`src/rtl/rtc_pkg.sv`:
```
// rtl/rtc_pkg.sv - shared RTC register map, FSM encoding and BCD helper
// Purpose: constants and helpers shared by the RTC read path and the future write sequencer.
// Contents: register addresses, sequencer control bit positions, shadow FSM states, is_bcd().
package rtc_pkg;

    // Date/time block, read in this order
    localparam logic [7:0] ADDR_SEC   = 8'h21;
    localparam logic [7:0] ADDR_MIN   = 8'h22;
    localparam logic [7:0] ADDR_HOUR  = 8'h23;
    localparam logic [7:0] ADDR_DAY   = 8'h24;
    localparam logic [7:0] ADDR_MONTH = 8'h25;
    localparam logic [7:0] ADDR_YEAR  = 8'h26;
    // Timer block, read immediately after the date/time block
    localparam logic [7:0] ADDR_TSEC  = 8'h41;
    localparam logic [7:0] ADDR_TMIN  = 8'h42;
    localparam logic [7:0] ADDR_THOUR = 8'h43;

    localparam int unsigned NUM_SLOTS = 9;

    // Bit positions in the bus sequencer's control word
    localparam int unsigned CTL_CS_BIT = 0;
    localparam int unsigned CTL_AD_BIT = 1;
    localparam int unsigned CTL_RD_BIT = 2;
    localparam int unsigned CTL_WR_BIT = 3;

    typedef enum logic [1:0] {
        ST_IDLE    = 2'd0,
        ST_COLLECT = 2'd1,
        ST_COMMIT  = 2'd2
    } shadow_state_e;

    function automatic logic is_bcd(input logic [7:0] b);
        return (b[7:4] <= 4'd9) && (b[3:0] <= 4'd9);
    endfunction

endpackage

```
`src/rtl/rtc_addr_seq.sv`:
```
// rtl/rtc_addr_seq.sv - RTC register address to slot map and successor address
// Purpose: combinational decode of an RTC register address.
// Ports: addr (in, 8)      register address
//        slot (out, 4)     staging slot 0-8 for that register
//        hit (out, 1)      addr is one of the nine frame registers
//        next_addr (out,8) address read after addr (wraps to ADDR_SEC after ADDR_THOUR)
module rtc_addr_seq
    import rtc_pkg::*;
(
    input  logic [7:0] addr,
    output logic [3:0] slot,
    output logic       hit,
    output logic [7:0] next_addr
);

    always_comb begin
        slot      = 4'd0;
        hit       = 1'b1;
        next_addr = ADDR_SEC;
        case (addr)
            ADDR_SEC:   begin slot = 4'd0; next_addr = ADDR_MIN;   end
            ADDR_MIN:   begin slot = 4'd1; next_addr = ADDR_HOUR;  end
            ADDR_HOUR:  begin slot = 4'd2; next_addr = ADDR_DAY;   end
            ADDR_DAY:   begin slot = 4'd3; next_addr = ADDR_MONTH; end
            ADDR_MONTH: begin slot = 4'd4; next_addr = ADDR_YEAR;  end
            // The date block is followed by the timer block, not 0x27
            ADDR_YEAR:  begin slot = 4'd5; next_addr = ADDR_TSEC;  end
            ADDR_TSEC:  begin slot = 4'd6; next_addr = ADDR_TMIN;  end
            ADDR_TMIN:  begin slot = 4'd7; next_addr = ADDR_THOUR; end
            ADDR_THOUR: begin slot = 4'd8; next_addr = ADDR_SEC;   end
            default:    hit = 1'b0;
        endcase
    end

endmodule

```
`src/rtl/rtc_shadow_regs.sv`:
```
// rtl/rtc_shadow_regs.sv - RTC read frame assembler with atomic shadow bank
// Purpose: collects the nine RTC register bytes in order, checks BCD and ordering,
//          and commits clean frames to the shadow outputs in one cycle.
// Ports: clk, reset (async active-low)
//        addr/data/data_vld - captured byte and the register it came from
//        abort              - sequencer left the read sequence; drop the frame
//        sec..year, t_sec..t_hour - committed BCD shadow bank
//        frame_valid        - one-cycle commit pulse
//        bcd_err, seq_err   - sticky error flags, cleared by a good commit
//        frame_cnt          - committed frame counter (wraps)
module rtc_shadow_regs
    import rtc_pkg::*;
#(
    parameter int unsigned TIMEOUT    = 64,
    parameter logic [7:0]  FIRST_ADDR = 8'h21,
    parameter logic [7:0]  LAST_ADDR  = 8'h43
) (
    input  logic       clk,
    input  logic       reset,
    input  logic [7:0] addr,
    input  logic [7:0] data,
    input  logic       data_vld,
    input  logic       abort,
    output logic [7:0] sec,
    output logic [7:0] min,
    output logic [7:0] hour,
    output logic [7:0] day,
    output logic [7:0] month,
    output logic [7:0] year,
    output logic [7:0] t_sec,
    output logic [7:0] t_min,
    output logic [7:0] t_hour,
    output logic       frame_valid,
    output logic       bcd_err,
    output logic       seq_err,
    output logic [7:0] frame_cnt
);

    localparam int unsigned TMO_W = (TIMEOUT > 2) ? $clog2(TIMEOUT) : 1;
    localparam logic [TMO_W:0] TMO_LAST = (TMO_W + 1)'(TIMEOUT - 1);

    shadow_state_e          state_q, state_d;
    logic [8:0][7:0]        stage_q, stage_d;
    logic [8:0][7:0]        shadow_q, shadow_d;
    logic [7:0]             expected_q, expected_d;
    logic                   bad_q, bad_d;
    logic [TMO_W-1:0]       tmo_q, tmo_d;
    logic [TMO_W:0]         tmo_inc;
    logic                   frame_valid_q, frame_valid_d;
    logic                   bcd_err_q, bcd_err_d;
    logic                   seq_err_q, seq_err_d;
    logic [7:0]             frame_cnt_q, frame_cnt_d;

    logic [3:0]             seq_slot;
    logic                   seq_hit;
    logic [7:0]             seq_next;

    rtc_addr_seq u_addr_seq (
        .addr      (addr),
        .slot      (seq_slot),
        .hit       (seq_hit),
        .next_addr (seq_next)
    );

    assign tmo_inc = {1'b0, tmo_q} + 1'b1;

    always_comb begin
        state_d       = state_q;
        stage_d       = stage_q;
        shadow_d      = shadow_q;
        expected_d    = expected_q;
        bad_d         = bad_q;
        tmo_d         = tmo_q;
        frame_valid_d = 1'b0;
        bcd_err_d     = bcd_err_q;
        seq_err_d     = seq_err_q;
        frame_cnt_d   = frame_cnt_q;

        case (state_q)
            ST_IDLE: begin
                if (data_vld && addr == FIRST_ADDR) begin
                    stage_d[0] = data;
                    bad_d      = !is_bcd(data);
                    expected_d = seq_next;
                    tmo_d      = '0;
                    state_d    = ST_COLLECT;
                end
            end

            ST_COLLECT: begin
                if (abort) begin
                    state_d    = ST_IDLE;
                    expected_d = FIRST_ADDR;
                    tmo_d      = '0;
                end else if (data_vld) begin
                    tmo_d = '0;
                    if (seq_hit && addr == expected_q) begin
                        stage_d[seq_slot] = data;
                        bad_d             = bad_q | !is_bcd(data);
                        expected_d        = seq_next;
                        if (addr == LAST_ADDR) begin
                            state_d = ST_COMMIT;
                        end
                    end else if (addr == FIRST_ADDR) begin
                        // Sequencer restarted mid-frame: flag it, but keep the new frame
                        seq_err_d  = 1'b1;
                        stage_d[0] = data;
                        bad_d      = !is_bcd(data);
                        expected_d = seq_next;
                    end else begin
                        seq_err_d  = 1'b1;
                        state_d    = ST_IDLE;
                        expected_d = FIRST_ADDR;
                    end
                end else if (tmo_inc == TMO_LAST) begin
                    seq_err_d  = 1'b1;
                    state_d    = ST_IDLE;
                    expected_d = FIRST_ADDR;
                    tmo_d      = '0;
                end else begin
                    tmo_d = tmo_inc[TMO_W-1:0];
                end
            end

            ST_COMMIT: begin
                if (!bad_q) begin
                    shadow_d      = stage_q;
                    frame_valid_d = 1'b1;
                    frame_cnt_d   = frame_cnt_q + 8'd1;
                    bcd_err_d     = 1'b0;
                    seq_err_d     = 1'b0;
                end else begin
                    bcd_err_d = 1'b1;
                end
                state_d    = ST_IDLE;
                expected_d = FIRST_ADDR;
            end

            default: begin
                state_d    = ST_IDLE;
                expected_d = FIRST_ADDR;
            end
        endcase
    end

    always_ff @(posedge clk or negedge reset) begin
        if (!reset) begin
            state_q       <= ST_IDLE;
            stage_q       <= '0;
            shadow_q      <= '0;
            expected_q    <= FIRST_ADDR;
            bad_q         <= 1'b0;
            tmo_q         <= '0;
            frame_valid_q <= 1'b0;
            bcd_err_q     <= 1'b0;
            seq_err_q     <= 1'b0;
            frame_cnt_q   <= '0;
        end else begin
            state_q       <= state_d;
            stage_q       <= stage_d;
            shadow_q      <= shadow_d;
            expected_q    <= expected_d;
            bad_q         <= bad_d;
            tmo_q         <= tmo_d;
            frame_valid_q <= frame_valid_d;
            bcd_err_q     <= bcd_err_d;
            seq_err_q     <= seq_err_d;
            frame_cnt_q   <= frame_cnt_d;
        end
    end

    assign sec         = shadow_q[0];
    assign min         = shadow_q[1];
    assign hour        = shadow_q[2];
    assign day         = shadow_q[3];
    assign month       = shadow_q[4];
    assign year        = shadow_q[5];
    assign t_sec       = shadow_q[6];
    assign t_min       = shadow_q[7];
    assign t_hour      = shadow_q[8];
    assign frame_valid = frame_valid_q;
    assign bcd_err     = bcd_err_q;
    assign seq_err     = seq_err_q;
    assign frame_cnt   = frame_cnt_q;

endmodule

```
`config.mk`:
```
export PLATFORM = sky130hd
export DESIGN_NAME = rtc_shadow_regs
export DESIGN_NICKNAME = d
export VERILOG_FILES = /design/src/rtl/rtc_pkg.sv /design/src/rtl/rtc_addr_seq.sv /design/src/rtl/rtc_shadow_regs.sv
export SDC_FILE = /design/constraint.sdc
export NUM_CORES = 1
export LEC_CHECK = 0
export CORE_MARGIN = 3
export CORE_UTILIZATION = 40
export CTS_BUF_LIST = sky130_fd_sc_hd__clkbuf_2
export CTS_CLUSTER_SIZE = 12
export DETAILED_ROUTE_END_ITERATION = 7
export PLACE_DENSITY = 0.63
export SLEW_MARGIN = 10
export SYNTH_ARGS = -nofsm -noshare
export SYNTH_HDL_FRONTEND = slang
export SYNTH_SLANG_ARGS = --single-unit
```
`constraint.sdc`:
```
create_clock -name clk -period 2.65 [get_ports clk]
set_input_delay 0.53 -clock clk [delete_from_list [all_inputs] [get_ports clk]]
set_output_delay 0.53 -clock clk [all_outputs]
set_load 0.005 [all_outputs]
```
* After elaboration in Yosys (flattened, before gate mapping)
Cells that the tools add are included.
Storage, ports and cells: register bits after elaboration 172, bits in latches 0, memory bits (writable) 0, bits in read-only memories 0, input port bits 20, memories kept 0
Operators by class: $add $sub $neg 2, $mul 0, divide/modulo/power cells 0, order comparisons 4, eq/ne operators 23, shift operators 0, muxes and demuxes 47, bitwise gates (word level) 3, reduce and logical (&&, ||, !) cells 16
Operators with widths (number):
- 8-bit 2-to-1 mux | 12
- 72-bit bitwise mux | 1
- 7-bit case mux with 8 select lines | 1
- 8-bit by 6-bit equality test with 1-bit output, second input constant | 6
- 8-bit demux with 4-bit select | 1
- 4-bit case mux with 8 select lines | 1
- 8-bit case mux with 2 select lines | 2
- 8-bit by 7-bit equality test with 1-bit output, second input constant | 3
- 6-bit 2-to-1 mux | 4
- 1-bit 2-to-1 mux | 14
- 2-bit 2-to-1 mux | 7
- 6-bit case mux with 2 select lines | 1
- 5-bit != test, second input constant | 2
- 5-bit AND reduction | 2
- 3-bit != test, second input constant | 3
- 9-bit OR reduction | 1
- 8-bit by 1-bit adder with 8-bit output, second input constant | 1
- 8-bit equality test | 1
- 4-bit <= comparator, second input constant | 2
- 2-bit != test, second input constant | 4
- 4-bit AND reduction | 2
- 6-bit by 1-bit adder with 7-bit output, second input constant | 1
- 7-bit by 6-bit equality test with 1-bit output, second input constant | 1
- 2-bit AND reduction | 3
- other kinds (13) | 19

* Longest topological paths before layout
depth in word-level cells 11, mapped depth 8

* Cells and area by module
From an unflattened synthesis, not the netlist that was laid out.
Unflattened totals: cell total of the unflattened synthesis 511, area total of the unflattened synthesis 7324.5 µm²
Modules (own cells, without submodules):
- rtc_shadow_regs | times used 1, cells an instance 462, area each 7008.0 µm²
- rtc_addr_seq | times used 1, cells an instance 49, area each 316.6 µm²

* Worst setup path before layout
Ideal clock, no wire load.
kind input-to-reg, from in addr[5], to reg stage_q[24] in the netlist's numbering, arrival 2759 ps, data required time 2525 ps, slack -234 ps, stages 8, path through buf_6 -> or4b_4 -> a2111oi_4 -> o2111a_4 -> nand3_4 -> a2111o_1 -> buf_6 -> mux2_4
On the way: word-level cells in the longest chain between the ends 7, elaborated cells between the ends (all ways) 21, classes of those cells order compare (2); eq/ne (10); mux (5); reduce/logical (4)
Ends and longest elaborated chain:
- from (decl) | line rtc_shadow_regs.sv:20 | input logic [7:0] addr,
- 8-bit by 7-bit equality test with 1-bit output / 8-bit by 6-bit equality test with 1-bit output (equally long branches) | line rtc_addr_seq.sv:20 | case (addr)
- 4-bit case mux with 8 select lines | line rtc_addr_seq.sv:20
- 4-bit by 5-bit less-than comparator with 1-bit output (implied by the code) / 4-bit by 1-bit >= comparator with 1-bit output (equally long branches) | line rtc_shadow_regs.sv:98 | stage_d[seq_slot] = data;
- 1-bit logical AND (implied by the code) | line rtc_shadow_regs.sv:98
- 8-bit 2-to-1 mux (implied by the code) | line rtc_shadow_regs.sv:98
- 8-bit demux with 4-bit select | line rtc_shadow_regs.sv:98
- 72-bit bitwise mux | line rtc_shadow_regs.sv:98
- to (signal assigned) | line rtc_shadow_regs.sv:160 | stage_q <= stage_d;
- to (decl) | line rtc_shadow_regs.sv:43 | logic [8:0][7:0] stage_q, stage_d;
Several ways; a longest one is shown, not always the timed one. A chain may end at the register's enable or synchronous reset.

* Worst setup path after layout
from reg expected_q[5], to reg stage_q[24] in the netlist's numbering
On the way: word-level cells in the longest chain between the ends 3
Ends and longest elaborated chain:
- from (decl) | line rtc_shadow_regs.sv:45 | logic [7:0] expected_q, expected_d;
- from (signal assigned) | line rtc_shadow_regs.sv:162 | expected_q <= expected_d;
- 8-bit equality test | line rtc_shadow_regs.sv:97 | if (seq_hit && addr == expected_q) begin
- 1-bit logical AND | line rtc_shadow_regs.sv:97
- 4-bit AND reduction (no line)
Every way passes these cells.

==> key figures <==
Floorplanning
  – Starting density of the core: 40.87%
  – Die X: 139.2 µm
  – Die H: 139.2 µm
  – Core box area: 17360 µm²
  – Die ar.: 19370 µm²
  – FP Rows: 48
  – Ports: 103

Status
  – Status: complete, no violations

Synthesis
  – Distinct cells, synth: 54
  – Seq cells post-synth: 169
  – Synth Area in XOR/XNOR: 1.358%
  – Syn_area_per_cell: 14.21 µm²
  – Adder-cell share of the synthesized area: 0.5292%
  – Post-synthesis mux area share: 24.04%
  – Simple-gate share of the synthesized area: 7.215%
  – Yosys synthesis warning count: 0
  – EDFF count, synth: 0
  – Cells after Synth: 499
  – Netlist Area Pre-Place: 7093 µm²
  – Synthesized net count: 522
  – Fraction of registers with async set/reset: 100.0%
  – Main synth FF type: dfrtp_1
  – Synth Area in Compound Gates: 5.257%
  – Register area share after synthesis: 59.66%
  – Largest family of logic cells by synthesized area: multiplexers

CTS
  – CTS tree: done
  – Clock sinks: 169
  – Clk root buf: clkbuf_2
  – CTS H-tree lvls: 4
  – Clk Latency, worst-skew pair: 0.75 ns
  – Worst-case clock buffer depth: 2
  – CTS buffer count: 17
  – Clk slew on worst S/H paths: 0.28 ns

Timing
  – RSZ-0062 raised after global routing: yes
  – Final Max Tran Viols: 0
  – Worst-Margin Slew: 0.6310 ns
  – Final setup vio count: 0
  – Worst setup margin: 0.01754 ns
  – Period utilization: 99.34%
  – Achievable Freq: 0.3799 GHz
  – Final hold vios: 0
  – Final min period: 2.632 ns
  – Rel. slew slack: 57.80%
  – Fin Clk Skew: 0.05126 ns

Worst setup path
  – Startpoint types: flip-flop
  – Crit. End Element: flip-flop
  – Kind of critical path: reg -> reg
  – Data arrival, critical path: 3.27 ns
  – CP max stage delay: 0.49 ns
  – CP Data Required Time: 3.29 ns
  – Crit-path slowest cell: or4b_4
  – Worst path cell trace: or4b_4 > a2111oi_4 > o2111a_4 > nand3_4 > a2111o_1 > buf_6 > mux2_4
  – Worst Path Max Fanout: 8

Placement
  – Post-Place Worst Slack: -0.6187 ns
  – HPWL Detailed: 11190 µm
  – Port bufs: 102
  – GPL Wtd Cong: 0.8541

Pwr
  – P_leak: 4.424 nW
  – PwrDens: 449.7 nW/µm²
  – Peak supply drop: 0.3075 mV
  – Pwr Total: 4.136 mW

Finish
  – Area Overhead vs Synth: 29.67%
  – Register area: 4232 µm²
  – Layout cells sized above 1: 38.17%
  – Commonest non-fill, non-tap cells in the layout: 167 x dfrtp_1, 114 x mux2_2, 101 x clkdlybuf4s50_1
  – Commonest non-fill, non-tap cell in the layout: dfrtp_1
  – Layout Nets: 678
  – Fillers: 1510
  – Multi-input gate area: 2835 µm²
  – Diodes inserted: 0

Global routing
  – First-pass GRT wire length: 26160 µm
  – Vias in the first global route: 4760
  – Total grt overflow: 0
  – Largest net degree at the start of global routing: 61
  – Gr usage total: 17.09%
  – Initial antenna violation count: 0

Route
  – DR vias: 4441
  – DRC viols: 0
  – Total iterations of the first detailed-routing run: 4
  – WL per Instance: 17.83 µm
  – Wire length after detailed routing: 15920 µm
  – Detailed router's first-iteration violation count: 224
  – Residual antenna-violating net count after detailed routing: 0
  – Vias per cell: 4.973

Worst hold path
  – Type of the most critical hold path: in -> async

Job
  – Maxcap violations: 0
## metrics by stage
| stage | utilization (%) | instances | area (µm²) | hold WS, ns | setup TNS, ns |
|---|---|---|---|---|---|
| 2_1_floorplan | - | 499 | 7194 | 0.2344 | -5.236 |
| 3_3_place_gp | 51.38 | 859 | 8919 | 0.4628 | -38.49 |
| 3_5_place_dp | 51.38 | 859 | 8919 | 0.4706 | -41.93 |
| 4_1_cts | 52.82 | 892 | 9168 | 0.2007 | 0 |
| 5_1_grt | 52.99 | 893 | 9198 | 0.2012 | -0.8821 |
| 6_report | 52.99 | 893 | 9198 | 0.2446 | 0 |
## worst max-delay path: cells and delay by family, from the launching register on
family          cells  cell delay (ns)
mux                 1             0.29
compound gates      3             1.02
buf+inv             1             0.16
flops               1             0.46
simple gates        2             0.57
## cell type report
class | count | area share, %
well taps | 225 | 3.061
inverters | 9 | 0.3673
clock inverters | 15 | 1.632
clock buffers | 17 | 0.9250
repair buffers | 160 | 17.18
flip-flops and latches | 169 | 46.01
multi-input cells | 298 | 30.83
## cell usage after synthesis, types with 3 or more instances
cell type / count / area (µm²)
a21o_1: 3 / 22.52
a21oi_1: 13 / 65.06
a22o_1: 3 / 26.28
and3_1: 3 / 18.77
buf_1: 5 / 18.77
clkbuf_1: 14 / 52.55
dfrtp_1: 167 / 4179
ha_1: 3 / 37.54
inv_1: 9 / 33.78
mux2_2: 138 / 1554
mux2_4: 8 / 120.1
nand2_1: 16 / 60.06
nand2b_1: 7 / 43.79
nand3_1: 10 / 50.05
nor2_1: 11 / 41.29
nor2b_1: 5 / 31.28
nor3_1: 6 / 30.03
nor3_4: 3 / 48.80
o21ai_0: 15 / 75.07
or3_1: 3 / 18.77
xnor2_1: 6 / 52.55
xor2_1: 5 / 43.79
## flip-flops by register name, summed over array words and instances (netlist names), 2 cells and up
signal / count
tmo_q: 6
stage_q: 72
t_hour: 8
expected_q: 5
year: 8
t_sec: 8
day: 8
frame_cnt: 8
t_min: 8
hour: 8
month: 8
min: 8
state_q: 2
sec: 8
## metal layers
metal | wire length (µm) | global-route usage [%] | vias up
li1 | - | - | 2104
met1 | 7629 | 23.24 | 2240
met2 | 7335 | 26.82 | 80
met3 | 794 | 5.448 | 17
met4 | 163 | 4.274 | 0
met5 | 0 | 0 | -
## power by group
group          switching, mW  internal, mW  leakage (nW)
sequential           0.00755          2.60          2.35
clock                   1.01         0.304         0.140
combinational          0.132        0.0899          1.93
total                   1.15          2.99          4.42
## timing repair
action,CTS,global route
buffers inserted,0,1
endpoints found under the hold margin,58,0
pin swaps,0,1
hold buffers,1,0
resized for setup,1,6
endpoints found under the setup margin,2,28
## logic make-up after synthesis
logic type	count (synthesis)
AOI/OAI and AO/OA	52
buffers and inverters	32
muxes	149
DFF	169
and+or+nand+nor	83
adders and majority gates	3
xor gates and xnor gates	11
## final timing paths
check                                          start                  endpoint  slack, ns  depth (start not counted)
setup / recovery           expected_q[5]$_DFFE_PN1P_   stage_q[24]$_DFFE_PN0P_       0.02                          7
hold / removal                                 reset      tmo_q[5]$_DFFE_PN0P_       0.24                          2
setup reg to reg           expected_q[5]$_DFFE_PN1P_   stage_q[24]$_DFFE_PN0P_       0.02                          7
hold reg to reg             frame_cnt[7]$_DFFE_PN0P_  frame_cnt[7]$_DFFE_PN0P_       0.49                          1
max in group asynchronous                      reset       year[4]$_DFFE_PN0P_       1.65                          3
min in group clk            frame_cnt[7]$_DFFE_PN0P_  frame_cnt[7]$_DFFE_PN0P_       0.49                          1
Power figures use the tool's default switching activity.
